<file path="src/rtl/alu_operand_stage.sv">
// alu_operand_stage
// Decode-to-execute pipeline register in front of the core ALU. A decoded
// beat is captured under a valid/ready handshake, the ALU operation code and
// operand sources are derived from the instruction word at capture, and
// MEM/WB forwarding is applied combinationally to the held register operands
// so that a stalled beat always presents the freshest register values.
`timescale 1ns/1ps

module alu_operand_stage #(
    parameter int DATA_W = 32
) (
    input  logic              clk,
    input  logic              rst,

    // Decode side
    input  logic              in_valid,
    output logic              in_ready,
    input  logic [31:0]       in_inst,
    input  logic [DATA_W-1:0] in_pc,
    input  logic [DATA_W-1:0] in_rs1_data,
    input  logic [DATA_W-1:0] in_rs2_data,
    input  logic [DATA_W-1:0] in_imm,
    input  logic              flush,

    // Forwarding sources
    input  logic              fwd_mem_we,
    input  logic [4:0]        fwd_mem_rd,
    input  logic [DATA_W-1:0] fwd_mem_data,
    input  logic              fwd_wb_we,
    input  logic [4:0]        fwd_wb_rd,
    input  logic [DATA_W-1:0] fwd_wb_data,

    // Execute side
    output logic              out_valid,
    input  logic              out_ready,
    output logic [DATA_W-1:0] alu_op1,
    output logic [DATA_W-1:0] alu_op2,
    output logic [4:0]        alu_sel,
    output logic [4:0]        out_rd,
    output logic              out_rd_we,
    output logic [DATA_W-1:0] out_pc,
    output logic [DATA_W-1:0] out_store_data
);

    // ------------------------------------------------------------------
    // ALU operation codes (11..31 are never produced)
    // ------------------------------------------------------------------
    localparam logic [4:0] ALU_ADD   = 5'd0;
    localparam logic [4:0] ALU_SUB   = 5'd1;
    localparam logic [4:0] ALU_SLL   = 5'd2;
    localparam logic [4:0] ALU_SLT   = 5'd3;
    localparam logic [4:0] ALU_SLTU  = 5'd4;
    localparam logic [4:0] ALU_XOR   = 5'd5;
    localparam logic [4:0] ALU_SRL   = 5'd6;
    localparam logic [4:0] ALU_SRA   = 5'd7;
    localparam logic [4:0] ALU_OR    = 5'd8;
    localparam logic [4:0] ALU_AND   = 5'd9;
    localparam logic [4:0] ALU_PASSB = 5'd10;

    // RV32I major opcodes
    localparam logic [6:0] OPC_OP     = 7'b0110011;
    localparam logic [6:0] OPC_OPIMM  = 7'b0010011;
    localparam logic [6:0] OPC_LUI    = 7'b0110111;
    localparam logic [6:0] OPC_AUIPC  = 7'b0010111;
    localparam logic [6:0] OPC_JAL    = 7'b1101111;
    localparam logic [6:0] OPC_JALR   = 7'b1100111;
    localparam logic [6:0] OPC_LOAD   = 7'b0000011;
    localparam logic [6:0] OPC_STORE  = 7'b0100011;
    localparam logic [6:0] OPC_BRANCH = 7'b1100011;

    localparam logic [DATA_W-1:0] CONST_FOUR = DATA_W'(32'd4);
    localparam logic [DATA_W-1:0] CONST_ZERO = DATA_W'(32'd0);

    // Source selects; the all-zero encoding is the zero operand so that the
    // reset state of the register naturally presents zero operands.
    typedef enum logic [1:0] {
        OP1_ZERO = 2'd0,
        OP1_RS1  = 2'd1,
        OP1_PC   = 2'd2
    } op1_src_e;

    typedef enum logic [1:0] {
        OP2_ZERO = 2'd0,
        OP2_RS2  = 2'd1,
        OP2_IMM  = 2'd2,
        OP2_FOUR = 2'd3
    } op2_src_e;

    typedef struct packed {
        logic [4:0] sel;
        op1_src_e   op1_src;
        op2_src_e   op2_src;
        logic       rd_we;
    } dec_t;

    // ------------------------------------------------------------------
    // Helper functions
    // ------------------------------------------------------------------

    // funct3 -> ALU code; alt (inst[30]) picks SUB / SRA where allowed.
    function automatic logic [4:0] funct3_code(input logic [2:0] f3,
                                               input logic       alt_add,
                                               input logic       alt_shr);
        logic [4:0] code;
        case (f3)
            3'b000:  code = alt_add ? ALU_SUB : ALU_ADD;
            3'b001:  code = ALU_SLL;
            3'b010:  code = ALU_SLT;
            3'b011:  code = ALU_SLTU;
            3'b100:  code = ALU_XOR;
            3'b101:  code = alt_shr ? ALU_SRA : ALU_SRL;
            3'b110:  code = ALU_OR;
            3'b111:  code = ALU_AND;
            default: code = ALU_ADD;
        endcase
        return code;
    endfunction

    // Full instruction decode into ALU code, operand sources and rd enable.
    function automatic dec_t decode(input logic [31:0] inst);
        dec_t       d;
        logic       writes_rd;
        logic [4:0] rd;
        rd        = inst[11:7];
        writes_rd = 1'b1;
        d.sel     = ALU_ADD;
        d.op1_src = OP1_ZERO;
        d.op2_src = OP2_ZERO;
        case (inst[6:0])
            OPC_OP: begin
                d.sel     = funct3_code(inst[14:12], inst[30], inst[30]);
                d.op1_src = OP1_RS1;
                d.op2_src = OP2_RS2;
            end
            OPC_OPIMM: begin
                // No SUBI: funct3 000 is ADD regardless of inst[30]
                d.sel     = funct3_code(inst[14:12], 1'b0, inst[30]);
                d.op1_src = OP1_RS1;
                d.op2_src = OP2_IMM;
            end
            OPC_LUI: begin
                d.sel     = ALU_PASSB;
                d.op2_src = OP2_IMM;
            end
            OPC_AUIPC: begin
                d.op1_src = OP1_PC;
                d.op2_src = OP2_IMM;
            end
            OPC_JAL, OPC_JALR: begin
                // Link address pc + 4
                d.op1_src = OP1_PC;
                d.op2_src = OP2_FOUR;
            end
            OPC_LOAD: begin
                d.op1_src = OP1_RS1;
                d.op2_src = OP2_IMM;
            end
            OPC_STORE: begin
                d.op1_src = OP1_RS1;
                d.op2_src = OP2_IMM;
                writes_rd = 1'b0;
            end
            OPC_BRANCH: begin
                // Branch target computation
                d.op1_src = OP1_PC;
                d.op2_src = OP2_IMM;
                writes_rd = 1'b0;
            end
            default: begin
                // Unknown opcode: zero operands, no writeback
                writes_rd = 1'b0;
            end
        endcase
        d.rd_we = writes_rd & (rd != 5'd0);
        return d;
    endfunction

    // Forwarding select: MEM beats WB; x0 is never forwarded.
    function automatic logic [DATA_W-1:0] fwd_pick(
        input logic [4:0]        idx,
        input logic [DATA_W-1:0] rf_val,
        input logic              mem_we,
        input logic [4:0]        mem_rd,
        input logic [DATA_W-1:0] mem_data,
        input logic              wb_we,
        input logic [4:0]        wb_rd,
        input logic [DATA_W-1:0] wb_data
    );
        logic [DATA_W-1:0] val;
        if (mem_we && (mem_rd == idx) && (idx != 5'd0)) begin
            val = mem_data;
        end else if (wb_we && (wb_rd == idx) && (idx != 5'd0)) begin
            val = wb_data;
        end else begin
            val = rf_val;
        end
        return val;
    endfunction

    // ------------------------------------------------------------------
    // State
    // ------------------------------------------------------------------
    logic              valid_q,    valid_d;
    dec_t              dec_q,      dec_d;
    logic [4:0]        rd_q,       rd_d;
    logic [DATA_W-1:0] pc_q,       pc_d;
    logic [4:0]        rs1_idx_q,  rs1_idx_d;
    logic [4:0]        rs2_idx_q,  rs2_idx_d;
    logic [DATA_W-1:0] rs1_data_q, rs1_data_d;
    logic [DATA_W-1:0] rs2_data_q, rs2_data_d;
    logic [DATA_W-1:0] imm_q,      imm_d;

    logic              in_ready_s;
    logic              capture_s;
    dec_t              dec_in_s;
    logic [DATA_W-1:0] rs1_fwd_s;
    logic [DATA_W-1:0] rs2_fwd_s;
    logic [DATA_W-1:0] op1_s;
    logic [DATA_W-1:0] op2_s;

    assign in_ready_s = ~valid_q | out_ready;
    assign capture_s  = in_valid & in_ready_s & ~flush;
    assign dec_in_s   = decode(in_inst);

    // Next-state: flush beats capture beats consume/hold.
    always_comb begin
        valid_d    = valid_q;
        dec_d      = dec_q;
        rd_d       = rd_q;
        pc_d       = pc_q;
        rs1_idx_d  = rs1_idx_q;
        rs2_idx_d  = rs2_idx_q;
        rs1_data_d = rs1_data_q;
        rs2_data_d = rs2_data_q;
        imm_d      = imm_q;
        if (flush) begin
            valid_d = 1'b0;
        end else if (capture_s) begin
            valid_d    = 1'b1;
            dec_d      = dec_in_s;
            rd_d       = in_inst[11:7];
            pc_d       = in_pc;
            rs1_idx_d  = in_inst[19:15];
            rs2_idx_d  = in_inst[24:20];
            rs1_data_d = in_rs1_data;
            rs2_data_d = in_rs2_data;
            imm_d      = in_imm;
        end else if (out_ready) begin
            valid_d = 1'b0;
        end else begin
            valid_d = valid_q;
        end
    end

    // Pipeline register with asynchronous clear of every field.
    always_ff @(posedge clk or posedge rst) begin
        if (rst) begin
            valid_q    <= 1'b0;
            dec_q      <= '{sel: ALU_ADD, op1_src: OP1_ZERO, op2_src: OP2_ZERO, rd_we: 1'b0};
            rd_q       <= 5'd0;
            pc_q       <= CONST_ZERO;
            rs1_idx_q  <= 5'd0;
            rs2_idx_q  <= 5'd0;
            rs1_data_q <= CONST_ZERO;
            rs2_data_q <= CONST_ZERO;
            imm_q      <= CONST_ZERO;
        end else begin
            valid_q    <= valid_d;
            dec_q      <= dec_d;
            rd_q       <= rd_d;
            pc_q       <= pc_d;
            rs1_idx_q  <= rs1_idx_d;
            rs2_idx_q  <= rs2_idx_d;
            rs1_data_q <= rs1_data_d;
            rs2_data_q <= rs2_data_d;
            imm_q      <= imm_d;
        end
    end

    // Forwarding on the held register indices, re-evaluated every cycle.
    always_comb begin
        rs1_fwd_s = fwd_pick(rs1_idx_q, rs1_data_q,
                             fwd_mem_we, fwd_mem_rd, fwd_mem_data,
                             fwd_wb_we,  fwd_wb_rd,  fwd_wb_data);
        rs2_fwd_s = fwd_pick(rs2_idx_q, rs2_data_q,
                             fwd_mem_we, fwd_mem_rd, fwd_mem_data,
                             fwd_wb_we,  fwd_wb_rd,  fwd_wb_data);
    end

    // Operand 1 source mux.
    always_comb begin
        op1_s = CONST_ZERO;
        case (dec_q.op1_src)
            OP1_RS1:  op1_s = rs1_fwd_s;
            OP1_PC:   op1_s = pc_q;
            OP1_ZERO: op1_s = CONST_ZERO;
            default:  op1_s = CONST_ZERO;
        endcase
    end

    // Operand 2 source mux.
    always_comb begin
        op2_s = CONST_ZERO;
        case (dec_q.op2_src)
            OP2_RS2:  op2_s = rs2_fwd_s;
            OP2_IMM:  op2_s = imm_q;
            OP2_FOUR: op2_s = CONST_FOUR;
            OP2_ZERO: op2_s = CONST_ZERO;
            default:  op2_s = CONST_ZERO;
        endcase
    end

    assign in_ready       = in_ready_s;
    assign out_valid      = valid_q;
    assign alu_sel        = dec_q.sel;
    assign alu_op1        = op1_s;
    assign alu_op2        = op2_s;
    assign out_rd         = rd_q;
    assign out_rd_we      = dec_q.rd_we;
    assign out_pc         = pc_q;
    assign out_store_data = rs2_fwd_s;

endmodule

</file>
<file path="config.mk">
export PLATFORM = sky130hd
export DESIGN_NAME = alu_operand_stage
export DESIGN_NICKNAME = d
export VERILOG_FILES = /design/src/rtl/alu_operand_stage.sv
export SDC_FILE = /design/constraint.sdc
export NUM_CORES = 1
export LEC_CHECK = 0
export BUFFER_PORTS_ARGS = -buffer_cell sky130_fd_sc_hd__buf_2
export CAP_MARGIN = 20
export CORE_AREA = 2 2 147 149
export DETAILED_ROUTE_END_ITERATION = 8
export DIE_AREA = 0 0 149 151
export GPL_ROUTABILITY_DRIVEN = 0
export PLACE_DENSITY = 0.7
export SYNTH_ARGS = -nofsm -noshare
export SYNTH_HDL_FRONTEND = slang
export SYNTH_SLANG_ARGS = --single-unit
</file>
<file path="constraint.sdc">
create_clock -name clk -period 6.2 [get_ports clk]
set_input_delay 0.62 -clock clk [delete_from_list [all_inputs] [get_ports clk]]
set_output_delay 0.62 -clock clk [all_outputs]
set_load 0.01 [all_outputs]
</file>
==> results.yml, run 1 <==
run_status:
  status: "completed"
route:
  wl_per_cell_um: 18.6
  drc: 0
  via_count: 8667
  drt-initial-drc-count: 523
  routed_wl_um: 30500
  drtPass1Iterations: 6
  ant_nets: 0
  viasPerCell: 5.28
timing:
  max_clock_freq_ghz: 0.262
  relSlewSlack_pct: 27.8
  final_hold_viol_count: 0
  fin_skew_ps: 7.69
  setup_tns_ps: 0
  rsz0062_at_grt: "no"
  worst_slew_pin_slew_ps: 1080
  period_needed_ps: 3810
  final.period_utilization_pct: 61.5
  maxSlewViolCount: 0
  setup_violations: 0
clocking:
  cts_buffer_depth: 2
  post-cts-setup-buffers: 0
  clock-sinks: 153
  numCtsBuffers: 17
  cts_hold_buffers: 0
  htree_levels: 4
  insertion_delay_ps: 420
  clockRootBuffer: "clkbuf_16"
  cts_tree: "done"
  clk_pin_slew_ps: 60
  cts_resized: 0
finish:
  drive_gt1_share_pct: 31.2
  final_nets: 1599
  fillCellCount: 1994
  fin_cells: 1643
  layout_commonest_cell: "nand2_1"
  area_growth_pct: 31.7
  final_util_pct: 52.3
  final_cell_mix: "nand2_1, buf_2, dfrtp_1"
  regArea_um2: 3830
  multi_input_area_um2: 4110
place:
  hpwl_um: 21400
  place_inst: 1612
  numPortBuffers: 374
critical_path:
  path_max_fanout: 32
  crit_path_end_kind: "output port"
  worstPathArrival_ps: 3190
  crit_type: "reg2out"
  worstPathRequired_ps: 5580
  startpoint_type: "flop"
floorplan:
  row_count: 53
  die_h_um: 151
  core_um2: 20800
  die_area_um2: 22500
  die_w_um: 149
  io_pins: 382
  initial_core_util_pct: 39.7
yosys:
  synth_edf_count: 0
  synth_simple_gate_area_share_pct: 24.6
  syn_inst: 1029
  ys_warn_count: 0
  synth.distinct_cells: 46
  syn_nets: 1272
  synth_compound_area_share_pct: 14.6
  avgSynthCellArea_um2: 8.04
  synth_mux_area_share_pct: 7.88
  synth_seq_cells: 153
  synth_top_family_by_area: "simple AND/OR/NAND/NOR gates"
  yosys.area.top_type: "dfrtp_1"
  synth_xor_area_share_pct: 1.69
  synthAdderAreaFrac_pct: 0.302
  synth_seq_area_share_pct: 46.3
  synth-async-reset-ratio_pct: 100
  synth_ff_type: "dfrtp_1"
  synth_area_um2: 8280
  synth_top_area_share_pct: 46.3
  synth.area.top_cells: "dfrtp_1, nand2_1, mux2i_1"
grt:
  grt.total_usage_pct: 26.7
  grt_max_degree: 87
  grt_pass1_vias: 8569
  antenna_found_initial: 1
  grt_first_pass_wirelength_um: 46100
  overflow: 0
flow_run:
  cap_viol_max_count: 0
power_and_ir_drop:
  leakagePower_nw: 5.69
  ir_worst_vdd_uv: 178
  p_per_area_nw_per_um2: 271
hold_path:
  min_path_type: "in2async"
==> worst max-delay path, stage by stage, from the launching register on <==
cell and delay, ps:
dfrtp_1 490, nor2b_4 830, nand2_1 640, buf_4 410, o21ai_1 210, buf_2 170
==> final timing paths <==
check / start / end / slack (ps) / cells after the start
max: dec_q[2] / alu_op2[14] / 2390 / 5
min reg2reg: rs2_data_q[16] / rs2_data_q[16] / 470 / 2
max reg2reg: out_valid / imm_q[16] / 4320 / 6
min: rst / alu_sel[0] / 340 / 2
min in group clk: in_imm[29] / imm_q[29] / 390 / 3
max in group asynchronous: rst / rs2_data_q[13] / 4410 / 3
==> through the flow <==
stage | area [µm²] | setup slack [ps] | hold WS [ps] | power, mW
finish | 10900 | 2390 | 338 | 2.95
global placement | 10300 | 2840 | 456 | 1.82
CTS | 10900 | 2360 | 366 | 2.98
floorplan | 8280 | 1460 | 444 | 1.55
detailed placement | 10300 | 2820 | 461 | 1.84
global route | 10900 | 2230 | 374 | 3.11
==> power by group <==
| group | switching [mW] | internal, mW | total (mW) | leakage [nW] |
|---|---|---|---|---|
| clock network | 0.421 | 0.711 | 1.13 | 0.302 |
| registers | 0.106 | 1.14 | 1.24 | 1.91 |
| logic | 0.342 | 0.237 | 0.579 | 3.48 |
==> sequential cells by signal, indices dropped and copies added (netlist names) <==
register    flops
out_valid       1
out_rd          5
rs1_idx_q       5
rs2_idx_q       5
imm_q          32
rs2_data_q     32
out_pc         32
dec_q           4
alu_sel         4
out_rd_we       1
rs1_data_q     32
==> cells in the mapped netlist, types with 2 or more instances <==
master / count
buf_2: 2
inv_1: 7
nor2b_1: 7
o211ai_1: 2
o21ai_0: 6
o41ai_1: 4
mux2i_1: 64
nand2_1: 448
buf_1: 4
xor2_1: 6
nand4_1: 4
nand3b_1: 3
dfrtp_1: 153
o31ai_1: 2
nor3_1: 3
and3_1: 2
ha_1: 2
a32oi_1: 31
a22oi_1: 32
nand3_1: 5
clkbuf_1: 60
a21oi_1: 36
nor2_1: 39
xnor2_1: 10
nor4_1: 2
o22ai_1: 3
buf_4: 8
o21ai_1: 64
buf_8: 3
==> final cells by class <==
type                            count  share of cell area [%]
Antenna cell                        1                  0.0230
Inverter                            7                   0.287
Timing Repair Buffer              385                    17.9
Multi-Input combinational cell    792                    37.7
Clock inverter                     12                    1.85
Clock buffer                       18                    3.94
Tap cell                          275                    3.16
Sequential cell                   153                    35.1
==> cells by family after synthesis <==
kind of cell,Yosys count
muxes,65
AOI/OAI and AO/OA,188
DFF,153
other,1
xor gates and xnor gates,16
and+or+nand+nor,520
buffers and inverters,84
adders and majority gates,2
==> per-layer routing <==
metal  share of wire (%)  routed length [µm]  GRT usage, %  up-vias
met5               0.052                  16             0        -
met4                 2.6                 778          9.81        2
met3                 8.8                2670          5.60       57
met2                  49               15000          46.4      440
met1                  39               12000          32.8     4072
li1                    -                   -             -     4096
(Power assumes the default switching activity.)
==> run 2, diff against run 1 <==
==> config.mk (replaced) <==
export PLATFORM = sky130hd
export DESIGN_NAME = alu_operand_stage
export DESIGN_NICKNAME = d
export VERILOG_FILES = /design/src/rtl/alu_operand_stage.sv
export SDC_FILE = /design/constraint.sdc
export NUM_CORES = 1
export LEC_CHECK = 0
export ABC_AREA = 1
export BUFFER_PORTS_ARGS = -buffer_cell sky130_fd_sc_hd__buf_2
export CAP_MARGIN = 20
export CORE_UTILIZATION = 44
export DETAILED_ROUTE_END_ITERATION = 8
export GPL_ROUTABILITY_DRIVEN = 0
export PLACE_DENSITY = 0.77
export SYNTH_ARGS = -nofsm -noshare
export SYNTH_HDL_FRONTEND = slang
export SYNTH_SLANG_ARGS = --single-unit
==> constraint.sdc (replaced) <==
create_clock -name clk -period 3.16 [get_ports clk]
set_input_delay 0.316 -clock clk [delete_from_list [all_inputs] [get_ports clk]]
set_output_delay 0.316 -clock clk [all_outputs]
set_load 0.01 [all_outputs]
==> results.yml, run 2 <==
run_status:
  status: "completed"
route:
  drc: 0
  drt-initial-drc-count: 1234
  ant_nets: 0
  top_layer: "met5"
  routed_wl_um: 34200
  viasPerCell: 5.26
  wl_per_cell_um: 17.0
  via_count: 10601
  wl_met2_um: 14600
  drtPass1Iterations: 5
  dr_wl_met3_um: 3430
  drt-met1-wl_um: 14900
yosys:
  synth-async-reset-ratio_pct: 100
  synth_top_area_share_pct: 41.5
  yosys.area.top_type: "dfrtp_1"
  synth.area.top_cells: "dfrtp_1, nand2_1, nand3_1"
  synth.most_common_cell: "nand2_1"
  synth.distinct_cells: 31
  synth_seq_area_share_pct: 41.5
  avgSynthCellArea_um2: 6.58
  synth_area_um2: 9240
  ys_warn_count: 0
  synth_edf_count: 0
  syn_nets: 1647
  synth_ff_type: "dfrtp_1"
  ys_top_cells_by_count: "nand2_1, nand3_1, dfrtp_1"
  syn_inst: 1404
  synth_seq_cells: 153
power_and_ir_drop:
  ir_worst_vdd_uv: 344
  leakagePower_nw: 6.97
  finalPower_mw: 6.31
  p_per_area_nw_per_um2: 532
critical_path:
  crit_type: "reg2out"
  startpoint_type: "flop"
  critical_path.cell_chain: "inv_2, nand3_1, nor2_2, nor2_4, nand2_2, nand2_1, nand3_1, nand2_1, a21oi_1, buf_2"
  reg2reg_from: "out_valid"
  cp_slowest_cell: "nand2_2"
  cpPeakStageDelay_ps: 490
  startpoint: "rs1_idx_q[4]"
  r2r_end: "dec_q[2]"
  path_max_fanout: 32
  rrSetupSlack_ps: 1270
  crit_path_end_kind: "output port"
  reg2regPathDepth: 7
  worstPathRequired_ps: 2840
  worstPathArrival_ps: 2510
timing:
  period_needed_ps: 2830
  final_hold_viol_count: 0
  worst_slew_pin_slew_ps: 848
  setup_violations: 0
  setup_tns_ps: 0
  final.period_utilization_pct: 89.5
  relSlewSlack_pct: 43.4
  rsz0062_at_grt: "no"
  max_clock_freq_ghz: 0.354
  fin_skew_ps: 6.09
  fin_ws_ps: 333
  holdWs_ps: 54.5
  maxSlewViolCount: 0
grt:
  grt_max_degree: 156
  grt_first_pass_wirelength_um: 53100
  overflow: 0
  antenna_found_initial: 4
  grt_pass1_vias: 9715
  grt.total_usage_pct: 31.9
finish:
  drive_gt1_share_pct: 26.0
  final_cell_mix: "nand2_1, buf_2, nand3_1"
  fillCellCount: 1980
  layout_commonest_cell: "nand2_1"
  fin_cells: 2015
  final_nets: 1971
  area_growth_pct: 28.3
clocking:
  clockRootBuffer: "clkbuf_16"
  htree_levels: 4
  cts_resized: 0
  cts_tree: "done"
  insertion_delay_ps: 430
  cts_hold_buffers: 0
  clk_pin_slew_ps: 70
  cts_buffer_depth: 2
  post-cts-setup-buffers: 0
  numCtsBuffers: 17
  clock-sinks: 153
hold_path:
  min_path_type: "in2async"
place:
  place_inst: 1978
  hpwl_um: 25000
  place_ws_ps: 811
  numPortBuffers: 374
floorplan:
  die_w_um: 147
  core_um2: 20400
  die_area_um2: 21600
  die_h_um: 147
  initial_core_util_pct: 45.2
  io_pins: 382
  row_count: 52
flow_run:
  cap_viol_max_count: 0
[run 2: cell count changes in the layout (fill, tap and decap cells not counted), sizes merged, moves of 7 or more]
| cell | change |
|---|---|
| a32oi | -31 |
| nor2b | -7 |
| nor2 | -17 |
| o21ai | -52 |
| inv | +99 |
| buf | +9 |
| nand2 | +240 |
| nand3 | +229 |
| and2 | +31 |
| a22oi | -29 |
| mux2i | -64 |
[run 2: worst max path at each step]
| stage | to | slack [ps] | depth (start not counted) |
|---|---|---|---|
| 3_3_place_gp | alu_op1[11] | 840 | 10 |
| 6_report | alu_op1[11] | 330 | 10 |
| 2_1_floorplan | alu_sel[0] | 910 | 1 |
| 3_5_place_dp | alu_op1[11] | 810 | 10 |
| 5_1_grt | alu_op1[21] | 150 | 10 |
| 4_1_cts | alu_op1[11] | 340 | 10 |
[run 2: kinds of logic (layout without fill, tap and decap cells)]
logic type | after synthesis | after routing | share of synthesized area, %
and+or+nand+nor | 986 | 986 | 45.0
buffers and inverters | 192 | 529 | 9.05
DFF | 153 | 153 | 41.5
AOI/OAI and AO/OA | 66 | 66 | 3.81
xor gates and xnor gates | 4 | 4 | 0.379
adders and majority gates | 2 | 2 | 0.271
other | 1 | 5 | 0.0406
[run 2: metrics by stage]
| stage | util, % | cell area [µm²] |
|---|---|---|
| detailed placement | 54.9 | 11200 |
| CTS | 57.8 | 11800 |
| floorplan | - | 9240 |
| finish | 58.0 | 11900 |
| global route | 58.0 | 11800 |
| global placement | 54.9 | 11200 |
[run 2: metal layers]
layer  vias up  track usage, %
li1       5035               -
met1      4839            46.1
met2       636            46.4
met3        89            5.99
met4         2            13.6
met5         -               0
[run 2: worst max-delay path, delay by kind of cell, from the launching register on]
kind            cells  cell delay, ps
compound gates      1             220
simple gates        7            1130
flops               1             430
buf+inv             2             270
[run 2: power breakdown]
part | internal [mW] | total [mW] | leakage [nW] | switching, mW
Clock | 1.28 | 2.17 | 0.284 | 0.890
Sequential | 2.24 | 2.42 | 1.91 | 0.182
Combinational | 0.638 | 1.72 | 4.78 | 1.09
Total | 4.15 | 6.31 | 6.97 | 2.16
[run 2: area by class of cell]
class / count / area, µm² / area share, %
Multi-Input combinational cell: 1059 / 4580 / 38.7
Clock buffer: 20 / 447 / 3.77
Inverter: 103 / 393 / 3.31
Clock inverter: 12 / 164 / 1.38
Timing Repair Buffer: 394 / 2090 / 17.6
Sequential cell: 153 / 3830 / 32.3
Antenna cell: 4 / 10.0 / 0.0844
Tap cell: 270 / 338 / 2.85
==> run 3, diff against run 2 <==
==> constraint.sdc (replaced) <==
create_clock -name clk -period 2.56 [get_ports clk]
set_input_delay 0.256 -clock clk [delete_from_list [all_inputs] [get_ports clk]]
set_output_delay 0.256 -clock clk [all_outputs]
set_load 0.01 [all_outputs]
==> results.yml, run 3 (synthesized netlist as in run 2, its figures left out) <==
timing:
  max_clock_freq_ghz: 0.400
  holdWs_ps: 19.1
  final.period_utilization_pct: 97.7
  setup_violations: 0
  period_needed_ps: 2500
  setup_tns_ps: 0
  worst_slew_pin_slew_ps: 709
  relSlewSlack_pct: 52.7
  final_hold_viol_count: 0
  fin_skew_ps: 8.01
  maxSlewViolCount: 0
grt:
  overflow: 0
  grt_max_degree: 88
  antenna_found_initial: 5
  grt_first_pass_wirelength_um: 52300
  grt.total_usage_pct: 31.6
  grt_pass1_vias: 9460
critical_path:
  path_common_cell: "nand3_1"
  crit_path_end_kind: "output port"
  cpPeakStageDelay_ps: 450
  worstPathArrival_ps: 2240
  startpoint_type: "flop"
  reg2regPathDepth: 7
  cp.depth: 11
  reg2reg_from: "out_valid"
  path_max_fanout: 16
  critical_path.cell_chain: "inv_2, nand3_1, nor2_4, nor2_4, buf_12, nand2_4, nand2_1, nand3_1, nand3_1, nand2_1, buf_2"
  cp_slowest_cell: "dfrtp_2"
  rrSetupSlack_ps: 650
  worstPathRequired_ps: 2300
  cp_top_family: "simple AND/OR/NAND/NOR gates"
  worst-path-buf-inv: 3
  crit_type: "reg2out"
  r2r_end: "out_pc[6]"
route:
  viasPerCell: 5.26
  drt-initial-drc-count: 1222
  drtPass1Iterations: 6
  via_count: 10700
  routed_wl_um: 35200
  drc: 0
  ant_nets: 0
  wl_per_cell_um: 17.3
floorplan:
  die_w_um: 147
  core_um2: 20400
  io_pins: 382
  initial_core_util_pct: 45.2
  row_count: 52
  die_h_um: 147
  die_area_um2: 21600
finish:
  fin_cells: 2034
  layout_commonest_cell: "nand2_1"
  final_nets: 1990
  fillCellCount: 1958
  drive_gt1_share_pct: 27.2
  area_growth_pct: 32.8
  final_cell_mix: "nand2_1, buf_2, nand3_1"
clocking:
  numCtsBuffers: 17
  clk_pin_slew_ps: 70
  clock-sinks: 153
  insertion_delay_ps: 430
  cts_buffer_depth: 2
  htree_levels: 4
  clockRootBuffer: "clkbuf_16"
  cts_tree: "done"
flow_run:
  cap_viol_max_count: 0
place:
  numPortBuffers: 374
  hpwl_um: 25300
  place_inst: 1982
hold_path:
  holdPathEnd: "imm_q[10]"
  hold_depth: 3
  min-delay-start: "in_imm[10]"
  min_path_type: "in2reg"
power_and_ir_drop:
  p_per_area_nw_per_um2: 640
  leakagePower_nw: 7.16
  ir_worst_vdd_uv: 386
run_status:
  status: "completed"
run 3: cell count changes in the layout (fill, tap and decap cells not counted), sizes merged:
cell	change
buf	+13
inv	+7
clkinvlp	-4
bufinv	-2
dlygate4sd3	+2
clkbuf	+1
clkinv	+1
nand2	+1
run 3: worst max path at each step:
stage,slack [ps],end,start
after floorplan,370,alu_sel[0],rst
after global placement,390,alu_op1[11],rs1_idx_q[4]
after detailed placement,370,alu_op1[11],rs1_idx_q[3]
after CTS,10,alu_op1[11],rs1_idx_q[3]
after global routing,-20,alu_op2[14],rs2_idx_q[4]
final,60,alu_op2[8],rs2_idx_q[4]
run 3: power by group:
part | leakage, nW | switching, mW | internal [mW]
clock | 0.295 | 1.16 | 1.41
sequential | 1.90 | 0.232 | 2.76
combinational | 4.96 | 1.40 | 0.881
total | 7.16 | 2.79 | 5.06
run 3: tightest hold or removal path: stages:
cell     delay (ps)
buf_2            70
nand2_1          40
nand2_1          50
run 3: repair_timing:
| item | 4_1_cts | 5_1_grt |
|---|---|---|
| setup endpoints to repair | 17 | 88 |
| setup buffers | 1 | 9 |
| pin swaps | 1 | 5 |
| gates cloned | 0 | 4 |
| hold endpoints to repair | 5 | 0 |
| resized for setup | 4 | 30 |
| hold buffers | 2 | 0 |
run 3: routing by layer:
metal  track usage [%]  wire length, µm  vias to the layer above
li1                  -                -                     5075
met1              44.3            14800                     4845
met2              47.4            15600                      678
met3              6.93             3560                      100
met4              12.1             1250                        2
met5                 0               13                        -
run 3: through the flow:
step           power, mW  utilization (%)  instance area, µm²  setup slack (ps)
2_1_floorplan       4.25                -                9240               373
3_3_place_gp        5.09             55.3               11300               390
3_5_place_dp        5.14             55.3               11300               368
4_1_cts             7.73             58.5               11900              14.1
5_1_grt             8.27             60.0               12300             -24.7
6_report            7.85             60.1               12300              59.7
run 3: area by class of cell:
class	count	area (µm²)	share of cell area, %
multi-input cells	1060	4670	38.1
flip-flops and latches	153	3830	31.2
repair buffers	412	2440	19.9
clock buffers	18	439	3.58
inverters	103	393	3.20
well taps	270	338	2.75
clock inverters	14	150	1.22
diodes	4	10.0	0.0816
